$ cat src/rtl/pool_window_addr_gen.sv
// Read-address generator for max-pool: walks a POOL x POOL window over a ROWS x COLS map
// with a configurable stride, for each stacked channel, under a valid/ready handshake.
module pool_window_addr_gen #(
    parameter int unsigned ADDR_W   = 20,
    parameter int unsigned ROWS     = 24,
    parameter int unsigned COLS     = 24,
    parameter int unsigned CHANNELS = 1,
    parameter int unsigned POOL     = 2,
    parameter int unsigned STRIDE   = 2
) (
    input  logic              clk,
    input  logic              reset,
    input  logic              start,
    input  logic [ADDR_W-1:0] base_addr,
    input  logic              out_ready,
    output logic [ADDR_W-1:0] addr_out,
    output logic              addr_valid,
    output logic              win_first,
    output logic              win_last,
    output logic              pass_last,
    output logic              busy,
    output logic              done
);
    localparam int unsigned OUT_R = (ROWS - POOL) / STRIDE + 1;
    localparam int unsigned OUT_C = (COLS - POOL) / STRIDE + 1;
    localparam int unsigned PW    = (POOL > 1) ? $clog2(POOL) : 1;
    localparam int unsigned RW    = (OUT_R > 1) ? $clog2(OUT_R) : 1;
    localparam int unsigned CW    = (OUT_C > 1) ? $clog2(OUT_C) : 1;
    localparam int unsigned HW    = (CHANNELS > 1) ? $clog2(CHANNELS) : 1;
    localparam logic [PW-1:0] P_MAX = PW'(POOL - 1);
    localparam logic [RW-1:0] R_MAX = RW'(OUT_R - 1);
    localparam logic [CW-1:0] C_MAX = CW'(OUT_C - 1);
    localparam logic [HW-1:0] H_MAX = HW'(CHANNELS - 1);

    typedef enum logic [1:0] {StIdle, StRun, StDone} state_e;

    state_e            state_q, state_d;
    logic [ADDR_W-1:0] base_q, base_d, addr_q, addr_d;
    logic [PW-1:0]     pc_q, pc_d, pr_q, pr_d;
    logic [CW-1:0]     oc_q, oc_d;
    logic [RW-1:0]     orow_q, orow_d;
    logic [HW-1:0]     ch_q, ch_d;
    logic              valid_q, valid_d, first_q, first_d, last_q, last_d;
    logic              plast_q, plast_d, busy_q, busy_d, done_q, done_d;
    logic              load;
    logic [31:0]       offset;

    always_comb begin
        state_d = state_q;
        base_d  = base_q;
        pc_d    = pc_q;
        pr_d    = pr_q;
        oc_d    = oc_q;
        orow_d  = orow_q;
        ch_d    = ch_q;
        valid_d = valid_q;
        first_d = first_q;
        last_d  = last_q;
        plast_d = plast_q;
        busy_d  = busy_q;
        done_d  = 1'b0;
        load    = 1'b0;

        unique case (state_q)
            StIdle: begin
                if (start) begin
                    base_d  = base_addr;
                    pc_d    = '0;
                    pr_d    = '0;
                    oc_d    = '0;
                    orow_d  = '0;
                    ch_d    = '0;
                    valid_d = 1'b1;
                    busy_d  = 1'b1;
                    load    = 1'b1;
                    state_d = StRun;
                end
            end
            StRun: begin
                // addr_valid is always high in StRun, so out_ready alone marks a handshake
                if (out_ready) begin
                    if (plast_q) begin
                        valid_d = 1'b0;
                        busy_d  = 1'b0;
                        done_d  = 1'b1;
                        first_d = 1'b0;
                        last_d  = 1'b0;
                        plast_d = 1'b0;
                        state_d = StDone;
                    end else begin
                        load = 1'b1;
                        if (pc_q != P_MAX) begin
                            pc_d = pc_q + 1'b1;
                        end else begin
                            pc_d = '0;
                            if (pr_q != P_MAX) begin
                                pr_d = pr_q + 1'b1;
                            end else begin
                                pr_d = '0;
                                if (oc_q != C_MAX) begin
                                    oc_d = oc_q + 1'b1;
                                end else begin
                                    oc_d = '0;
                                    if (orow_q != R_MAX) begin
                                        orow_d = orow_q + 1'b1;
                                    end else begin
                                        orow_d = '0;
                                        ch_d   = ch_q + 1'b1;
                                    end
                                end
                            end
                        end
                    end
                end
            end
            StDone: state_d = StIdle;
            default: state_d = StIdle;
        endcase

        offset = 32'(ch_d) * (ROWS * COLS)
               + (32'(orow_d) * STRIDE + 32'(pr_d)) * COLS
               + 32'(oc_d) * STRIDE + 32'(pc_d);
        addr_d = load ? base_d + ADDR_W'(offset) : addr_q;
        if (load) begin
            first_d = (pr_d == '0) && (pc_d == '0);
            last_d  = (pr_d == P_MAX) && (pc_d == P_MAX);
            plast_d = (pr_d == P_MAX) && (pc_d == P_MAX) && (oc_d == C_MAX)
                   && (orow_d == R_MAX) && (ch_d == H_MAX);
        end
    end

    always_ff @(posedge clk) begin
        if (!reset) begin
            state_q <= StIdle;
            base_q  <= '0;
            addr_q  <= '0;
            pc_q    <= '0;
            pr_q    <= '0;
            oc_q    <= '0;
            orow_q  <= '0;
            ch_q    <= '0;
            valid_q <= 1'b0;
            first_q <= 1'b0;
            last_q  <= 1'b0;
            plast_q <= 1'b0;
            busy_q  <= 1'b0;
            done_q  <= 1'b0;
        end else begin
            state_q <= state_d;
            base_q  <= base_d;
            addr_q  <= addr_d;
            pc_q    <= pc_d;
            pr_q    <= pr_d;
            oc_q    <= oc_d;
            orow_q  <= orow_d;
            ch_q    <= ch_d;
            valid_q <= valid_d;
            first_q <= first_d;
            last_q  <= last_d;
            plast_q <= plast_d;
            busy_q  <= busy_d;
            done_q  <= done_d;
        end
    end

    assign addr_out   = addr_q;
    assign addr_valid = valid_q;
    assign win_first  = first_q;
    assign win_last   = last_q;
    assign pass_last  = plast_q;
    assign busy       = busy_q;
    assign done       = done_q;
endmodule

$ cat config.mk
export PLATFORM = sky130hd
export DESIGN_NAME = pool_window_addr_gen
export DESIGN_NICKNAME = d
export VERILOG_FILES = /design/src/rtl/pool_window_addr_gen.sv
export SDC_FILE = /design/constraint.sdc
export NUM_CORES = 1
export LEC_CHECK = 0
export ABC_AREA = 1
export CAP_MARGIN = 10
export CORE_MARGIN = 2
export CORE_UTILIZATION = 61
export CTS_BUF_LIST = sky130_fd_sc_hd__clkbuf_8
export CTS_CLUSTER_SIZE = 28
export DETAILED_ROUTE_END_ITERATION = 8
export PLACE_DENSITY_LB_ADDON = 0.25
export SETUP_SLACK_MARGIN = 0.4
export SYNTH_ARGS = -nofsm -noshare
export SYNTH_HDL_FRONTEND = slang
export SYNTH_SLANG_ARGS = --single-unit
$ cat constraint.sdc
create_clock -name clk -period 8.3 [get_ports clk]
set_input_delay 1.66 -clock clk [delete_from_list [all_inputs] [get_ports clk]]
set_output_delay 1.66 -clock clk [all_outputs]
set_load 0.005 [all_outputs]
# [Yosys cells after proc, flatten, opt, wreduce, memory -nomap -nowiden]
# Index checks and enable logic that the tools add are counted.
[totals] regBits=58 input_bits=24 output_inout_bits=26 wordCells=106
[op_classes] add_sub_neg=10 mul=2 eq_ne=8 mux=55 bitwise_logic=3 reduce_logical=15
[op_table] op="$mux W4" count=13
[op_table] op="$mux W20" count=2
[op_table] op="$mux W1" count=29
[op_table] op="$add A20 B14 Y20" count=1
[op_table] op="$pmux W4 S2" count=2
[op_table] op="$add A13 B1 Y14" count=1
[op_table] op="$add A12 B5 Y13" count=1
[op_table] op="$add A11 B11 Y12" count=1
[op_table] op="$pmux W1 S2" count=5
[op_table] op="$reduce_and A3 Y1" count=3
[op_table] op="$add A4 B1 Y4 const B" count=2
[op_table] op="$eq A4 B4 Y1 const B" count=2
[op_table] op="$mul A6 B2 Y8 const B" count=1
[op_table] op="$ne A4 B4 Y1 const B" count=2
[op_table] op="$reduce_bool A2 Y1" count=4
[op_table] op="$add A5 B1 Y6" count=1
[op_table] op="$mux W2" count=3
[op_table] op="$ne A2 B2 Y1 const B" count=3
[op_table] op="$logic_and A1 B1 Y1" count=5
[op_table] op="$mul A1 B4 Y5 const B" count=1
[op_table] op="$pmux W2 S2" count=1
[op_table] op="$reduce_and A4 Y1" count=1
[op_table] op="$add A1 B1 Y1 const B" count=3
[op_table] op="$not A1 Y1" count=3
[op_table] op="other kinds (3)" count=3

# [Longest topological paths before layout]
[depth] word_depth=14 depth_mapped=29 depth_no_buf=29

# [Worst setup path before layout]
# No wires, ideal clock.
[synth_path] kind="input to register" from="input port start" to="register addr_q[11], in the netlist addr_out[11]" setup_time_ns=0.058 arrival_time_ns=5.010 t_required_ns=8.242 path_slack_ns=3.232 path_stages=22 path_buffers=2 cell_sequence="buf_2 > nand2_4 > nand2_4 > clkbuf_1 > o21ai_0 > nand2_1 > inv_1 > ha_1 > fa_1 > xor2_1 > fa_1 > ha_1 > nand2_1 > inv_1 > nand2_1 > nand2_1 > nand2_1 > nand3_1 > or2_2 > nand3_1 > o211ai_1 > inv_1"
[synth_between] elab_chain_len=8 elab_cells_between_ends=21 cone_classes="add/sub: 5; mul: 2; mux: 14"
[synth_lines] item="start, declared" line="13" text="input logic start,"
[synth_lines] item="$mux W4" line="66" text="if (start) begin"
[synth_lines] item="$pmux W4 S2" line="64" text="unique case (state_q)"
[synth_lines] item="named net orow_d[0]" line="41" text="logic [RW-1:0] orow_q, orow_d;"
[synth_lines] item="$add A5 B1 Y6" line="121" text="+ (32'(orow_d) * STRIDE + 32'(pr_d)) * COLS"
[synth_lines] item="$mul A6 B2 Y8" line="121"
[synth_lines] item="$add A11 B11 Y12" line="121"
[synth_lines] item="$add A12 B5 Y13" line="122" text="+ 32'(oc_d) * STRIDE + 32'(pc_d);"
[synth_lines] item="$add A13 B1 Y14" line="122"
[synth_lines] item="$add A20 B14 Y20" line="123" text="addr_d = load ? base_d + ADDR_W'(offset) : addr_q;"
[synth_lines] item="end signal, assigned" line="151" text="addr_q <= addr_d;"
[synth_lines] item="end, declared" line="38" text="logic [ADDR_W-1:0] base_q, base_d, addr_q, addr_d;"
# The timed path passes the listed nets, and every way through them passes these cells.
# A chain may end at the register's enable or synchronous reset.

# [Worst setup path in the final report]
[layout_path] from="input port start" to="register addr_q[16], in the netlist addr_out[16]"
# Same word-level chain as after synthesis.

==> metrics.txt <==
internal power=542 µW; io pins=50; Post-Syn Nets=585; Rows=27; Clock Latency Late Sink=~330 ps; min-delay worst type=flop to flop; crit path max fanout=37; Period minus WS final=~6000 ps; die width=80.1 µm; WS Path Type=input pin to flop; Die Ht=~80 µm; Placed Area=~0.0041 mm²; Core Box Area=0.00554 mm²; final hold slack=~480 ps; antenna-violating nets left=0; CTS root buf=clkbuf_8; first-pass GRT wire length=14200 µm; Unique masters post-synth=30; post-synthesis sequential area ratio=between 30% and 40%; RSZ-0062 raised after global routing=false; clock buffer count from CTS=9; average cell area after synthesis=6.64 µm²; clock buffer depth=2; # resized after CTS=0; WL/cell=~13 µm; hold_buf cts=0; Final setup violation count=0; Worst EP arrival=~6100 ps; area of the mapped netlist=0.00353 mm²; f_max=0.169 GHz; Slew Limit Fails=0; crit start category=input pin; Die ar.=approximately 0.0064 mm²; routed vias/inst=5.24; Slew headroom=31.1%; nets=631; CTS H-tree lvls=3; status=completed; Post-CTS Repair Setup Buffers=0; clock share of power=around two fifths; multi-input logic area=0.00195 mm²; net switching power=199 µW; fillers=436; n_diodes=0; Initial Util=63.8%; # DRC=0; Total Routing Usage GR=between 20% and 30%; remaining global-route overflow=0; Worst EP required=about 8500 ps; Area growth syn-to-layout=21.2%; vias in the first global route=3205; TritonCTS Sinks=58; fin area=approximately 0.0043 mm²; vias=3429; P per Cell Area=173 mW/mm²; final hold violations=0; TritonCTS clock tree=built; Post-Route WL=8560 µm; P_leak=2.25 nW; Comb pwr share=a little under a fifth; commonest non-fill, non-tap cell in the layout=nand2_1; pin count of the biggest net entering global routing=38; worst-margin pin slew=1030 ps; Sequential Power Share=41.3%; Cells after Synth=532; Sw Share=26.8%; most frequent cells in the layout=nand2_1, inv_1, nor2_1, dfxtp_1, clkdlybuf4s50_1; CP Capture Type=flop; Yosys Warn Count=0; Worst VDD drop=0.000124 V; initial antenna violation count=0; Max Cap Viol=0; DRT Pass-1 Iters=5; DR iter-0 viols=approximately 350; Final Skew=6.54 ps; layout cells sized above 1=roughly 5.3%; IO Port Bufs=49; #FFs+latches synth=58; period utilization=71.2%; Reg clk slew, reported paths=approximately 70 ps; dpl hpwl=between 6000 and 7000 µm; gpl congestion=approximately 0.94; sequential cell area=0.00116 mm²; Setup TNS Final=0 ps
-- through the flow --
step	utilization (%)	setup slack, ps	instances	total power [mW]
global route	77.3	1900	655	0.775
finish	77.3	2390	655	0.741
CTS	77.3	2420	655	0.743
floorplan	-	3230	532	0.393
detailed placement	73.2	2080	639	0.447
global placement	73.2	2210	639	0.444
-- sequential cells by signal, indices dropped and copies added, names as in the netlist --
name       cells
addr_out      20
base_q        20
busy           1
ch_q           1
done           1
oc_q           4
orow_q         4
pass_last      1
pc_q           1
pr_q           1
state_q        2
win_first      1
win_last       1
-- path summary, 6_finish.rpt --
path,start,depth (start not counted),endpoint,slack [ps]
setup reg to reg,state_q[0],25,addr_out[16],3870
setup / recovery,start,25,addr_out[16],2390
hold / removal,win_first,2,win_first,480
hold reg to reg,win_first,2,win_first,480
-- metal layers --
| metal | vias up | GRT usage, % | wire length, µm |
|---|---|---|---|
| met4 | 0 | 12.7 | 224 |
| met2 | 117 | 47.3 | 3970 |
| met1 | 1547 | 36.9 | 3860 |
| met5 | - | 0 | 0 |
| met3 | 21 | 4.38 | 502 |
| li1 | 1744 | - | - |
-- cells by family (layout without fill, tap and decap cells) --
family / after synthesis / in the layout / synth area share (%)
compound gates: 74 / 74 / 11.2
xor+xnor: 10 / 10 / 2.48
fa+ha+maj: 29 / 29 / 11.5
buf+inv: 110 / 161 / 11.9
flops: 58 / 58 / 32.8
mux: 1 / 1 / 0.283
simple gates: 250 / 250 / 29.7
-- critical path: stages --
cell             delay (ps)
clkdlybuf4s50_1         700
nand2_4                 310
nand2_4                 380
o21ai_0                 150
nand2_1                 100
inv_1                   100
ha_1                    220
fa_1                    400
nand2_1                  80
nand2_1                  50
a21oi_1                 160
xnor2_1                 140
ha_1                    250
ha_1                    350
nand2_1                  80
nor2_1                  140
nand3_1                  80
nand3_1                 170
nand2_1                  70
nand2_1                 150
nand2_1                  70
nand2_1                  60
nand3_1                 110
nand2_1                 100
inv_1                    40
-- layout make-up --
cell class | instances | share of cell area, %
timing repair buffer | 49 | 11.5
tap | 72 | 2.10
multi-input combinational | 364 | 45.6
clock buffer | 11 | 3.53
sequential | 58 | 27.1
inverter | 96 | 8.41
clock inverter | 5 | 1.81
-- synth_stat cells --
| cell type | number | area, µm² |
|---|---|---|
| o21ai_1 | 3 | 15.0 |
| o21ai_0 | 34 | 170 |
| o21bai_1 | 7 | 52.6 |
| a31oi_1 | 1 | 6.26 |
| nor2_2 | 2 | 12.5 |
| buf_2 | 4 | 20.0 |
| mux2i_1 | 1 | 10.0 |
| xor2_1 | 5 | 43.8 |
| nand2_2 | 5 | 31.3 |
| ha_1 | 23 | 288 |
| or2_2 | 2 | 12.5 |
| buf_4 | 1 | 7.51 |
| fa_1 | 6 | 120 |
| nand3b_1 | 1 | 7.51 |
| or2_1 | 1 | 6.26 |
| nor3_1 | 3 | 15.0 |
| nand3_1 | 35 | 175 |
| nand4_1 | 5 | 31.3 |
| o211ai_1 | 3 | 22.5 |
| dfxtp_1 | 58 | 1160 |
| xnor2_1 | 5 | 43.8 |
| nor2_1 | 62 | 233 |
| clkinv_1 | 2 | 7.51 |
| nor2_4 | 1 | 11.3 |
| inv_1 | 90 | 338 |
| nand2_1 | 131 | 492 |
| clkbuf_1 | 9 | 33.8 |
| inv_2 | 4 | 15.0 |
| a21oi_1 | 26 | 130 |
| nand2_4 | 2 | 22.5 |
-- power by group through the flow --
stage | combinational, mW | clock (mW) | sequential [mW]
after floorplan | 0.0816 | 0 | 0.312
final | 0.137 | 0.297 | 0.306
after global placement | 0.132 | 0 | 0.312
after global routing | 0.154 | 0.313 | 0.308
after detailed placement | 0.135 | 0 | 0.312
after CTS | 0.137 | 0.300 | 0.306
(Power assumes the default switching activity.)
